==> src/rtl/spi_ram_pkg.sv <==
// spi_ram_pkg: shared opcodes, per-port FSM states and status-byte layout
//   Used by spi_ram_arbiter and its tests; no ports.
package spi_ram_pkg;

    localparam logic [7:0] OP_WR_MBOX      = 8'h01;
    localparam logic [7:0] OP_RAM          = 8'h03;
    localparam logic [7:0] OP_RD_MBOX_BASE = 8'h80;

    localparam int STAT_RAM_BUSY = 0;
    localparam int STAT_NEW_BASE = 1;

    typedef enum logic [2:0] {
        ST_OPCODE,
        ST_WR_MBOX,
        ST_RD_MBOX,
        ST_RAM,
        ST_IGNORE
    } port_state_t;

endpackage

==> src/rtl/spi_ram_arbiter_if.sv <==
// spi_ram_arbiter_if: host SPI pins and serial-RAM pins of the arbiter
//   host_nss/sck/mosi : per-host SPI inputs (nss active low, CPOL=0)
//   host_miso         : per-host SPI data out
//   ram_nss/sck/mosi  : serial-RAM master outputs
//   ram_miso          : serial-RAM data in
//   ram_owner         : owning host index, MSB set when idle
//   slave modport is the arbiter side, master modport the pin/board side.
interface spi_ram_arbiter_if #(
    parameter int NUM_HOSTS = 2
);
    localparam int OW = $clog2(NUM_HOSTS) + 1;

    logic [NUM_HOSTS-1:0] host_nss;
    logic [NUM_HOSTS-1:0] host_sck;
    logic [NUM_HOSTS-1:0] host_mosi;
    logic [NUM_HOSTS-1:0] host_miso;
    logic                 ram_nss;
    logic                 ram_sck;
    logic                 ram_mosi;
    logic                 ram_miso;
    logic [OW-1:0]        ram_owner;

    modport slave (
        input  host_nss, host_sck, host_mosi, ram_miso,
        output host_miso, ram_nss, ram_sck, ram_mosi, ram_owner
    );

    modport master (
        output host_nss, host_sck, host_mosi, ram_miso,
        input  host_miso, ram_nss, ram_sck, ram_mosi, ram_owner
    );
endinterface

==> src/rtl/spi_slave_port.sv <==
// spi_slave_port: oversampled SPI slave front end for one host
//   clk, reset_n      : system clock, synchronous active-low reset
//   nss_i/sck_i/mosi_i: raw host pins
//   nss_o/sck_o/mosi_o: synchronised copies of the pins
//   data_o            : LSB-first receive shift register
//   cnt_o             : bit index within the current byte
//   done_o            : one-clk strobe on the sck fall that ends the last bit
module spi_slave_port #(
    parameter int DATA_WIDTH  = 8,
    parameter int SYNC_STAGES = 2
) (
    input  logic                          clk,
    input  logic                          reset_n,
    input  logic                          nss_i,
    input  logic                          sck_i,
    input  logic                          mosi_i,
    output logic                          nss_o,
    output logic                          sck_o,
    output logic                          mosi_o,
    output logic [DATA_WIDTH-1:0]         data_o,
    output logic [$clog2(DATA_WIDTH)-1:0] cnt_o,
    output logic                          done_o
);
    localparam int CW = $clog2(DATA_WIDTH);

    logic [2:0]            sync_q [SYNC_STAGES];
    logic                  sck_prev_q;
    logic [DATA_WIDTH-1:0] data_q;
    logic [CW-1:0]         cnt_q;
    logic                  rise;
    logic                  fall;

    // Synchronisers are left out of reset so the real nss level is known
    // the moment reset releases.
    always_ff @(posedge clk) begin
        sync_q[0] <= {nss_i, sck_i, mosi_i};
        for (int i = 1; i < SYNC_STAGES; i++) sync_q[i] <= sync_q[i-1];
        sck_prev_q <= sync_q[SYNC_STAGES-1][1];
    end

    assign {nss_o, sck_o, mosi_o} = sync_q[SYNC_STAGES-1];
    assign rise   = sck_o & ~sck_prev_q & ~nss_o;
    assign fall   = ~sck_o & sck_prev_q & ~nss_o;
    assign done_o = fall && (cnt_q == CW'(DATA_WIDTH - 1));
    assign data_o = data_q;
    assign cnt_o  = cnt_q;

    always_ff @(posedge clk) begin
        if (!reset_n) begin
            data_q <= '0;
            cnt_q  <= '0;
        end else begin
            if (nss_o) cnt_q <= '0;
            else if (fall) cnt_q <= done_o ? '0 : cnt_q + 1'b1;
            if (rise) data_q <= {mosi_o, data_q[DATA_WIDTH-1:1]};
        end
    end
endmodule

==> src/rtl/spi_ram_arbiter.sv <==
// spi_ram_arbiter: multi-host SPI slave with mailboxes and a round-robin
// shared serial-RAM master port
//   clk, reset_n : system clock, synchronous active-low reset
//   bus_if       : host SPI pins, serial-RAM pins and ram_owner (slave modport)
module spi_ram_arbiter
    import spi_ram_pkg::*;
#(
    parameter int NUM_HOSTS   = 2,
    parameter int DATA_WIDTH  = 8,
    parameter int SYNC_STAGES = 2
) (
    input  logic                  clk,
    input  logic                  reset_n,
    spi_ram_arbiter_if.slave      bus_if
);
    localparam int N  = NUM_HOSTS;
    localparam int W  = DATA_WIDTH;
    localparam int CW = $clog2(W);
    localparam int OW = $clog2(N) + 1;
    localparam int IW = (N > 1) ? $clog2(N) : 1;

    logic [N-1:0]   nss_s, sck_s, mosi_s, done;
    logic [W-1:0]   data [N];
    logic [CW-1:0]  cnt [N];

    port_state_t    state_q [N];
    port_state_t    state_d [N];
    logic [W-1:0]   tx_q [N];
    logic [W-1:0]   mbox_q [N];
    logic [N-1:0]   new_q;
    logic           owned_q;
    logic [IW-1:0]  own_q;
    logic [IW-1:0]  rr_q;
    logic           ram_nss_q, ram_sck_q, ram_mosi_q;

    logic [N-1:0]   req;
    logic [2*N-1:0] rot;
    logic           win_v;
    logic [IW-1:0]  win;
    logic [W-1:0]   status [N];
    logic [N-1:0]   miso;

    for (genvar g = 0; g < N; g++) begin : g_port
        spi_slave_port #(
            .DATA_WIDTH  (W),
            .SYNC_STAGES (SYNC_STAGES)
        ) u_port (
            .clk     (clk),
            .reset_n (reset_n),
            .nss_i   (bus_if.host_nss[g]),
            .sck_i   (bus_if.host_sck[g]),
            .mosi_i  (bus_if.host_mosi[g]),
            .nss_o   (nss_s[g]),
            .sck_o   (sck_s[g]),
            .mosi_o  (mosi_s[g]),
            .data_o  (data[g]),
            .cnt_o   (cnt[g]),
            .done_o  (done[g])
        );
    end

    always_comb begin
        for (int h = 0; h < N; h++)
            req[h] = done[h] && state_q[h] == ST_OPCODE && data[h][7:0] == OP_RAM && !owned_q;
    end

    // Rotate requests so bit 0 is rr_q; the first set bit is the winner.
    always_comb begin
        rot   = {req, req} >> rr_q;
        win_v = 1'b0;
        win   = '0;
        for (int i = 0; i < N; i++) begin
            if (!win_v && rot[i]) begin
                win_v = 1'b1;
                win   = IW'((int'(rr_q) + i >= N) ? int'(rr_q) + i - N : int'(rr_q) + i);
            end
        end
    end

    // A port that sees nss low as reset releases waits out that frame.
    always_ff @(posedge clk) begin
        for (int h = 0; h < N; h++)
            state_q[h] <= !reset_n ? (nss_s[h] ? ST_OPCODE : ST_IGNORE) : state_d[h];
    end

    always_comb begin
        for (int h = 0; h < N; h++) begin
            state_d[h] = state_q[h];
            if (nss_s[h])
                state_d[h] = ST_OPCODE;
            else if (done[h] && state_q[h] == ST_OPCODE)
                state_d[h] = (data[h][7:0] == OP_WR_MBOX)                      ? ST_WR_MBOX :
                             ((data[h][7:0] & OP_RD_MBOX_BASE) != 8'h00)       ? ST_RD_MBOX :
                             (data[h][7:0] == OP_RAM && win_v && win == IW'(h)) ? ST_RAM :
                                                                                  ST_IGNORE;
        end
    end

    always_comb begin
        for (int h = 0; h < N; h++) begin
            status[h] = '0;
            status[h][STAT_RAM_BUSY] = owned_q && own_q != IW'(h);
            for (int k = 0; k < N; k++) status[h][STAT_NEW_BASE+k] = new_q[k];
            miso[h] = (owned_q && own_q == IW'(h))                 ? bus_if.ram_miso :
                      (nss_s[h] || state_q[h] == ST_IGNORE)        ? 1'b0 :
                                                                     tx_q[h][cnt[h]];
        end
    end

    // Reads are handled before writes so a same-clk write keeps new set,
    // while the reader still captures the pre-write mailbox value.
    always_ff @(posedge clk) begin
        if (!reset_n) begin
            for (int h = 0; h < N; h++) begin
                tx_q[h]   <= '0;
                mbox_q[h] <= '0;
            end
            new_q <= '0;
        end else begin
            for (int h = 0; h < N; h++) begin
                if (nss_s[h])
                    tx_q[h] <= status[h];
                else if (done[h] && state_q[h] == ST_OPCODE && (data[h][7:0] & OP_RD_MBOX_BASE) != 8'h00) begin
                    tx_q[h] <= '0;
                    for (int k = 0; k < N; k++) begin
                        if (data[h][6:0] == 7'(k)) begin
                            tx_q[h]  <= mbox_q[k];
                            new_q[k] <= 1'b0;
                        end
                    end
                end
            end
            for (int h = 0; h < N; h++) begin
                if (done[h] && state_q[h] == ST_WR_MBOX) begin
                    mbox_q[h] <= data[h];
                    new_q[h]  <= 1'b1;
                end
            end
        end
    end

    // ram_sck stays low in the grant cycle so the RAM never sees opcode edges.
    always_ff @(posedge clk) begin
        if (!reset_n) begin
            owned_q    <= 1'b0;
            own_q      <= '0;
            rr_q       <= '0;
            ram_nss_q  <= 1'b1;
            ram_sck_q  <= 1'b0;
            ram_mosi_q <= 1'b0;
        end else if (!owned_q) begin
            if (win_v) begin
                owned_q   <= 1'b1;
                own_q     <= win;
                ram_nss_q <= 1'b0;
            end
            ram_sck_q  <= 1'b0;
            ram_mosi_q <= 1'b0;
        end else if (nss_s[own_q]) begin
            owned_q    <= 1'b0;
            ram_nss_q  <= 1'b1;
            ram_sck_q  <= 1'b0;
            ram_mosi_q <= 1'b0;
            rr_q       <= (own_q == IW'(N - 1)) ? '0 : own_q + 1'b1;
        end else begin
            ram_sck_q  <= sck_s[own_q];
            ram_mosi_q <= mosi_s[own_q];
        end
    end

    assign bus_if.host_miso = miso;
    assign bus_if.ram_nss   = ram_nss_q;
    assign bus_if.ram_sck   = ram_sck_q;
    assign bus_if.ram_mosi  = ram_mosi_q;
    assign bus_if.ram_owner = owned_q ? OW'(own_q) : OW'(1) << (OW - 1);
endmodule

==> src/flat_wrapper.sv <==
// flat-port wrapper written by rule: the top's interface ports become plain ports
module spi_ram_arbiter_flat import spi_ram_pkg::*;
#(
    parameter int NUM_HOSTS   = 2,
    parameter int DATA_WIDTH  = 8,
    parameter int SYNC_STAGES = 2
)
  (clk, reset_n, bus_if_host_nss, bus_if_host_sck, bus_if_host_mosi, bus_if_ram_miso, bus_if_host_miso, bus_if_ram_nss, bus_if_ram_sck, bus_if_ram_mosi, bus_if_ram_owner);
  spi_ram_arbiter_if #(.NUM_HOSTS(NUM_HOSTS)) bus_if_i ();
  input  logic clk;
  input  logic reset_n;
  input wire logic [$bits(bus_if_i.host_nss)-1:0] bus_if_host_nss;
  input wire logic [$bits(bus_if_i.host_sck)-1:0] bus_if_host_sck;
  input wire logic [$bits(bus_if_i.host_mosi)-1:0] bus_if_host_mosi;
  input wire logic [$bits(bus_if_i.ram_miso)-1:0] bus_if_ram_miso;
  output wire logic [$bits(bus_if_i.host_miso)-1:0] bus_if_host_miso;
  output wire logic [$bits(bus_if_i.ram_nss)-1:0] bus_if_ram_nss;
  output wire logic [$bits(bus_if_i.ram_sck)-1:0] bus_if_ram_sck;
  output wire logic [$bits(bus_if_i.ram_mosi)-1:0] bus_if_ram_mosi;
  output wire logic [$bits(bus_if_i.ram_owner)-1:0] bus_if_ram_owner;
  assign bus_if_i.host_nss = bus_if_host_nss;
  assign bus_if_i.host_sck = bus_if_host_sck;
  assign bus_if_i.host_mosi = bus_if_host_mosi;
  assign bus_if_i.ram_miso = bus_if_ram_miso;
  assign bus_if_host_miso = bus_if_i.host_miso;
  assign bus_if_ram_nss = bus_if_i.ram_nss;
  assign bus_if_ram_sck = bus_if_i.ram_sck;
  assign bus_if_ram_mosi = bus_if_i.ram_mosi;
  assign bus_if_ram_owner = bus_if_i.ram_owner;
  spi_ram_arbiter #(.NUM_HOSTS(NUM_HOSTS), .DATA_WIDTH(DATA_WIDTH), .SYNC_STAGES(SYNC_STAGES)) u_core (.clk(clk), .reset_n(reset_n), .bus_if(bus_if_i));
endmodule
==> config.mk <==
export PLATFORM = sky130hd
export DESIGN_NAME = spi_ram_arbiter_flat
export DESIGN_NICKNAME = d
export VERILOG_FILES = /design/src/rtl/spi_ram_pkg.sv /design/src/rtl/spi_ram_arbiter_if.sv /design/src/rtl/spi_slave_port.sv /design/src/rtl/spi_ram_arbiter.sv /design/src/flat_wrapper.sv
export SDC_FILE = /design/constraint.sdc
export NUM_CORES = 1
export LEC_CHECK = 0
export CAP_MARGIN = 20
export CORE_ASPECT_RATIO = 0.8
export CORE_MARGIN = 8
export CORE_UTILIZATION = 52
export CTS_CLUSTER_SIZE = 40
export DETAILED_ROUTE_END_ITERATION = 8
export HOLD_SLACK_MARGIN = 0.12
export PLACE_DENSITY = 0.76
export SLEW_MARGIN = 10
export SYNTH_ARGS = -nofsm -noshare
export SYNTH_HDL_FRONTEND = slang
export SYNTH_SLANG_ARGS = --single-unit
==> constraint.sdc <==
create_clock -name clk -period 2.67 [get_ports clk]
set_clock_uncertainty 0.15 [all_clocks]
set_input_delay 0.534 -clock clk [delete_from_list [all_inputs] [get_ports clk]]
set_output_delay 0.534 -clock clk [all_outputs]
set_load 0.02 [all_outputs]
==> qor.csv, run 1 <==
metric;value;unit
cpPeakStageDelay;0.37;ns
grt_use_total;17.5;%
fp-row-count;27;
synth-edff-count;34;
die_w;109;µm
ant_nets;0;
initial_core_util;52.7;%
seqCellArea;0.00199;mm²
drive_gt1_share;17.7;%
die-area;0.00981;mm²
ys.flop_type;dfxtp_1;
most-common-layout-cells;dfxtp_1 (47), edfxtp_1 (34), nor2_1 (33);
diodes;0;
setup_violations;0;
fin_crit_sh;96.9;%
die_h;90.2;µm
routed_via_density;5.91;
fin_area;0.00417;mm²
drc;0;
routed_wirelength;8140;µm
synth_cell_type_count;53;
hp-class;reg2reg;
leakage;1.49;nW
synthAdderAreaFrac;1.40;%
gp_congestion;0.884;
syn_area;0.00358;mm²
powerDensity;556;mW/mm²
cp-start-kind;flip-flop;
yosys_warnings;0;
yosysSeqAreaShare;55.4;%
synth_top_family_by_area;simple AND/OR/NAND/NOR gates;
cpMaxStageDelayCell;dfxtp_4;
worstMarginPinSlew;0.664;ns
dpl_cell_area;0.00398;mm²
dpl.hpwl;6080;µm
cp.arrival;1.90;ns
r2r-start;u_core.g_port[1].u_port.cnt_o[1]$_SDFFE_PP0P_;
synth.net_count;332;
hold_viol;0;
htree_levels;3;
core;0.00679;mm²
clk_latency;0.37;ns
initialDrtViolationCount;204;
ys_ff_latch;82;
rsz0062_at_grt;no;
mostFrequentLayoutCell;dfxtp_1;
nNetsFinal;370;
async_reset_ff_share;0;%
antenna_found_initial;0;
fmax;387;MHz
io_buffers;15;
fin_setup_tns;0;ns
drv_cap;0;
postSynthAreaPerCell;11.2;µm²
grt_pass1_wl;13400;µm
clk_transition_reported_paths;0.09;ns
first_pass_iters;5;
io_pins;16;
vias;2655;
grt-ovfl-total;0;
grt_max_degree;28;
cts_buffers;9;
netlist_instances;319;
path_delay_family;compound AO/OA/AOI/OAI gates;
peakVddDrop;0.000393;V
setup.worst_path.end_class;primary output;
criticalPathCategory;reg2out;
crit_buf_inv;1;
cts_root_buf;clkbuf_8;
worstPathRequired;1.99;ns
area_growth;16.4;%
wl_per_cell;18.1;µm
multi_input_area;0.00151;mm²
path_cells;mux4_2, mux2i_1, a211o_1, a21oi_1, clkdlybuf4s15_2;
synth_compound_area_share;9.90;%
setup.worst_path.start;u_core.g_port[1].u_port.cnt_o[0]$_SDFFE_PP0P_;
cts_tree;yes;
cts_setup_buffers;0;
muxShareOfSynthArea;8.43;%
worstPathMaxFanout;5;
cts.sinks;82;
synthXorXnorAreaFrac;0;%
period_needed;2.59;ns
clk_path_buf_depth;2;
status;finished clean;
relSlewSlack;55.4;%
drv_slew;0;
min_from;u_core.g_port[1].u_port.sync_q[0][2]$_DFF_P_;
hold_buffers;0;
synth-simple-area-share;22.5;%
grt_pass1_vias;2570;
fillCellCount;563;
==> logic make-up (layout without fill, tap and decap cells) <==
logic type      after synthesis  count (layout)
mux                          25              25
compound gates               50              50
simple gates                136             136
buf+inv                      22              65
flops                        82              82
fa+ha+maj                     4               4
==> layer usage <==
metal	global-route usage, %	share of wire [%]
met5	0	0
met2	24.9	43
met1	24.6	47
met4	5.35	1.7
met3	5.28	8.0
==> synthesized netlist by cell type (all sizes together), types with 6 or more instances <==
cell type / number / area share, %
dfxtp: 48 / 27
edfxtp: 34 / 29
nor2: 33 / 3.5
mux2i: 20 / 5.6
a21oi: 17 / 2.4
and2: 17 / 3.0
nand2: 16 / 1.7
nand4: 16 / 2.8
nor3: 9 / 1.3
buf: 8 / 0.91
clkbuf: 8 / 0.84
nand2b: 8 / 1.4
nand3: 8 / 1.1
inv: 6 / 0.63
==> timing repair <==
item                                    in CTS  in global routing
resized for setup                            5                  4
hold endpoints to repair                     0                  0
endpoints found under the setup margin       2                  2
==> area by class of cell <==
class / instances / area share (%)
clock buffer: 9 / 2.97
clock inverter: 7 / 1.44
inverter: 6 / 0.541
multi-input combinational: 215 / 36.3
sequential: 82 / 47.7
tap: 87 / 2.61
timing repair buffer: 43 / 8.50
==> state kept, by name (all words and copies together) (netlist names) <==
register                         count
u_core.g_port.u_port.data_o         16
u_core.mbox_q                       16
u_core.tx_q                         16
u_core.g_port.u_port.sync_q         12
u_core.g_port.u_port.cnt_o           6
u_core.state_q                       6
u_core.g_port.u_port.sck_prev_q      2
u_core.new_q                         2
u_core.bus_if.ram_mosi               1
u_core.bus_if.ram_nss                1
u_core.bus_if.ram_sck                1
u_core.own_q                         1
u_core.owned_q                       1
u_core.rr_q                          1
==> metrics by stage <==
| step | util (%) | hold slack (ns) | std cells | setup WS [ns] | total power (W) |
|---|---|---|---|---|---|
| finish | 61.4 | 0.181 | 449 | 0.0840 | 0.00232 |
| global route | 61.4 | 0.190 | 449 | 0.0122 | 0.00238 |
| CTS | 61.3 | 0.186 | 448 | 0.0110 | 0.00232 |
| detailed placement | 58.6 | 0.163 | 432 | 0.0381 | 0.00149 |
| global placement | 58.6 | 0.160 | 432 | 0.0827 | 0.00149 |
| floorplan | - | 0.160 | 319 | 0.241 | 0.00144 |
==> path summary, 6_finish.rpt <==
check                                                      end  cells past startpoint  slack [ns]
setup / recovery                           bus_if_host_miso[1]                      5        0.08
hold / removal    u_core.g_port[1].u_port.sync_q[0][5]$_DFF_P_                      0        0.18
hold reg to reg   u_core.g_port[1].u_port.sync_q[0][5]$_DFF_P_                      0        0.18
setup reg to reg                u_core.state_q[0][5]$_DFFE_PP_                      6        0.19
==> worst reg2reg max path, cell delays in order (launching register included) <==
cell and delay, ns:
dfxtp_1 0.42, ha_1 0.18, ha_1 0.24, or4b_4 0.52, nor4_4 0.31, o31ai_1 0.23
o2bb2ai_1 0.18
==> power by group <==
| group | switching [W] | total (W) | internal, W | leakage, nW |
|---|---|---|---|---|
| combinational | 0.0000578 | 0.000104 | 0.0000463 | 0.639 |
| sequential | 0.0000243 | 0.00136 | 0.00133 | 0.757 |
| clock | 0.000498 | 0.000853 | 0.000355 | 0.0965 |
Note: power is estimated with default switching activity, not from simulation.
==> inputs of run 2 (changes only) <==
--- a/config.mk
+++ b/config.mk
@@ -13,7 +13,7 @@
 export DETAILED_ROUTE_END_ITERATION = 8
 export HOLD_SLACK_MARGIN = 0.12
 export PLACE_DENSITY = 0.76
-export SLEW_MARGIN = 10
+export SLEW_MARGIN = 40
 export SYNTH_ARGS = -nofsm -noshare
 export SYNTH_HDL_FRONTEND = slang
 export SYNTH_SLANG_ARGS = --single-unit
==> qor.csv, run 2 (same netlist as run 1, synthesis figures left out) <==
metric;value;unit
cts_root_buf;clkbuf_8;
ant_nets;0;
fin_crit_sh;96.4;%
initial_core_util;52.7;%
setup_ws;0.0974;ns
antenna_found_initial;0;
clk_transition_reported_paths;0.09;ns
p_sw;0.000574;W
p_clk_share;36.7;%
setup_violations;0;
power_frac_comb;4.5;%
leakage;1.49;nW
fp-row-count;27;
routed_wirelength;8110;µm
nNetsFinal;369;
cts_setup_buffers;0;
mostFrequentLayoutCell;dfxtp_1;
htree_levels;3;
wl_per_cell;18.1;µm
multi_input_area;0.00151;mm²
seqCellArea;0.00199;mm²
dpl.hpwl;6080;µm
status;finished clean;
cts.sinks;82;
period_needed;2.57;ns
io_buffers;15;
grt-ovfl-total;0;
dpl_cell_area;0.00398;mm²
min_from;u_core.g_port[1].u_port.sync_q[0][2]$_DFF_P_;
die-area;0.00981;mm²
fin_setup_tns;0;ns
hp-class;reg2reg;
internal_power;0.00174;W
p_sw_share;24.9;%
initialDrtViolationCount;198;
r2r_cells;6;
pre_cts_ws;0.0381;ns
holdPathEnd;u_core.g_port[1].u_port.sync_q[0][5]$_DFF_P_;
peakVddDrop;0.000391;V
cts_tree;yes;
routed_via_density;5.89;
worstPathRequired;1.99;ns
worstMarginPinSlew;0.737;ns
cp-start-kind;flip-flop;
grt_use_total;17.5;%
drc;0;
setup.worst_path.end_class;primary output;
fmax;389;MHz
area_growth;16.3;%
core;0.00679;mm²
grt_max_degree;28;
grt_pass1_vias;2570;
hold_depth;0;
fin_area;0.00416;mm²
criticalPathCategory;reg2out;
vias;2639;
r2r-start;u_core.g_port[1].u_port.cnt_o[1]$_SDFFE_PP0P_;
relSlewSlack;50.5;%
cp.arrival;1.89;ns
diodes;0;
r2r-end;u_core.state_q[0][5]$_DFFE_PP_;
rsz0062_at_grt;no;
gp_congestion;0.884;
seqPwrFrac;58.8;%
hold_viol;0;
cts_buffers;9;
die_h;90.2;µm
fillCellCount;564;
die_w;109;µm
power;0.00231;W
dr_wl_met2;3530;µm
grt_pass1_wl;13400;µm
io_pins;16;
first_pass_iters;5;
most-common-layout-cells;dfxtp_1 (47), edfxtp_1 (34), nor2_1 (33);
clk_latency;0.36;ns
highest_layer;met4;
drv_slew;0;
worstPathMaxFanout;5;
clk_path_buf_depth;2;
powerDensity;555;mW/mm²
wl_met3;630;µm
drv_cap;0;
drive_gt1_share;17.5;%
drt-met1-wl;3840;µm
rrSetupSlack;0.18;ns
==> run 2: cell count changes in the layout (fill, tap and decap cells not counted), sizes merged <==
cell	delta
buf	-1
==> run 2: layout make-up <==
type,instances,area share [%]
Clock buffer,9,2.98
Multi-Input combinational cell,215,36.3
Inverter,6,0.541
Tap cell,87,2.62
Clock inverter,7,1.44
Timing Repair Buffer,42,8.39
Sequential cell,82,47.7
==> run 2: power groups by stage <==
stage	clock network, W	registers (W)	logic, W
after floorplan	0	0.00138	0.0000628
after global placement	0	0.00139	0.000101
after detailed placement	0	0.00139	0.000103
after CTS	0.000859	0.00136	0.000103
after global routing	0.000908	0.00136	0.000112
final	0.000848	0.00136	0.000103
==> run 2: per-stage QoR <==
step	hold WS, ns	utilization [%]	instances
floorplan	0.160	-	319
global route	0.190	61.3	448
detailed placement	0.163	58.6	432
global placement	0.160	58.6	432
finish	0.181	61.3	448
CTS	0.186	61.3	448
==> run 2: worst max path at each step <==
stage / endpoint / from / slack (ns) / depth (start not counted)
final: bus_if_host_miso[1] / u_core.g_port[1].u_port.cnt_o[0]$_SDFFE_PP0P_ / 0.1 / 5
after global routing: bus_if_host_miso[1] / u_core.g_port[1].u_port.cnt_o[0]$_SDFFE_PP0P_ / 0.01 / 5
after CTS: bus_if_host_miso[0] / u_core.g_port[0].u_port.cnt_o[0]$_SDFFE_PP0P_ / 0.02 / 5
after detailed placement: bus_if_host_miso[1] / u_core.g_port[1].u_port.cnt_o[0]$_SDFFE_PP0P_ / 0.04 / 5
after global placement: bus_if_host_miso[1] / bus_if_ram_miso / 0.08 / 4
after floorplan: u_core.mbox_q[0][0]$_SDFFCE_PN0P_ / u_core.g_port[0].u_port.cnt_o[0]$_SDFFE_PP0P_ / 0.24 / 4
==> run 2: timing repair <==
item / in CTS / in global routing
endpoints found under the hold margin: 0 / 0
hold buffers: 0 / 0
gates resized for setup: 5 / 4
setup endpoints to repair: 2 / 2
==> run 2: worst max-delay path, cell delays in order (launching register included) <==
cell,delay (ns)
dfxtp_4,0.37
mux4_2,0.33
mux2i_1,0.07
a211o_1,0.28
a21oi_1,0.18
clkdlybuf4s15_2,0.29
==> run 2: per-layer routing <==
layer	global-route usage, %	vias up
met5	0	-
met1	24.6	1246
met2	24.9	105
met4	5.35	0
met3	5.28	12
li1	-	1276
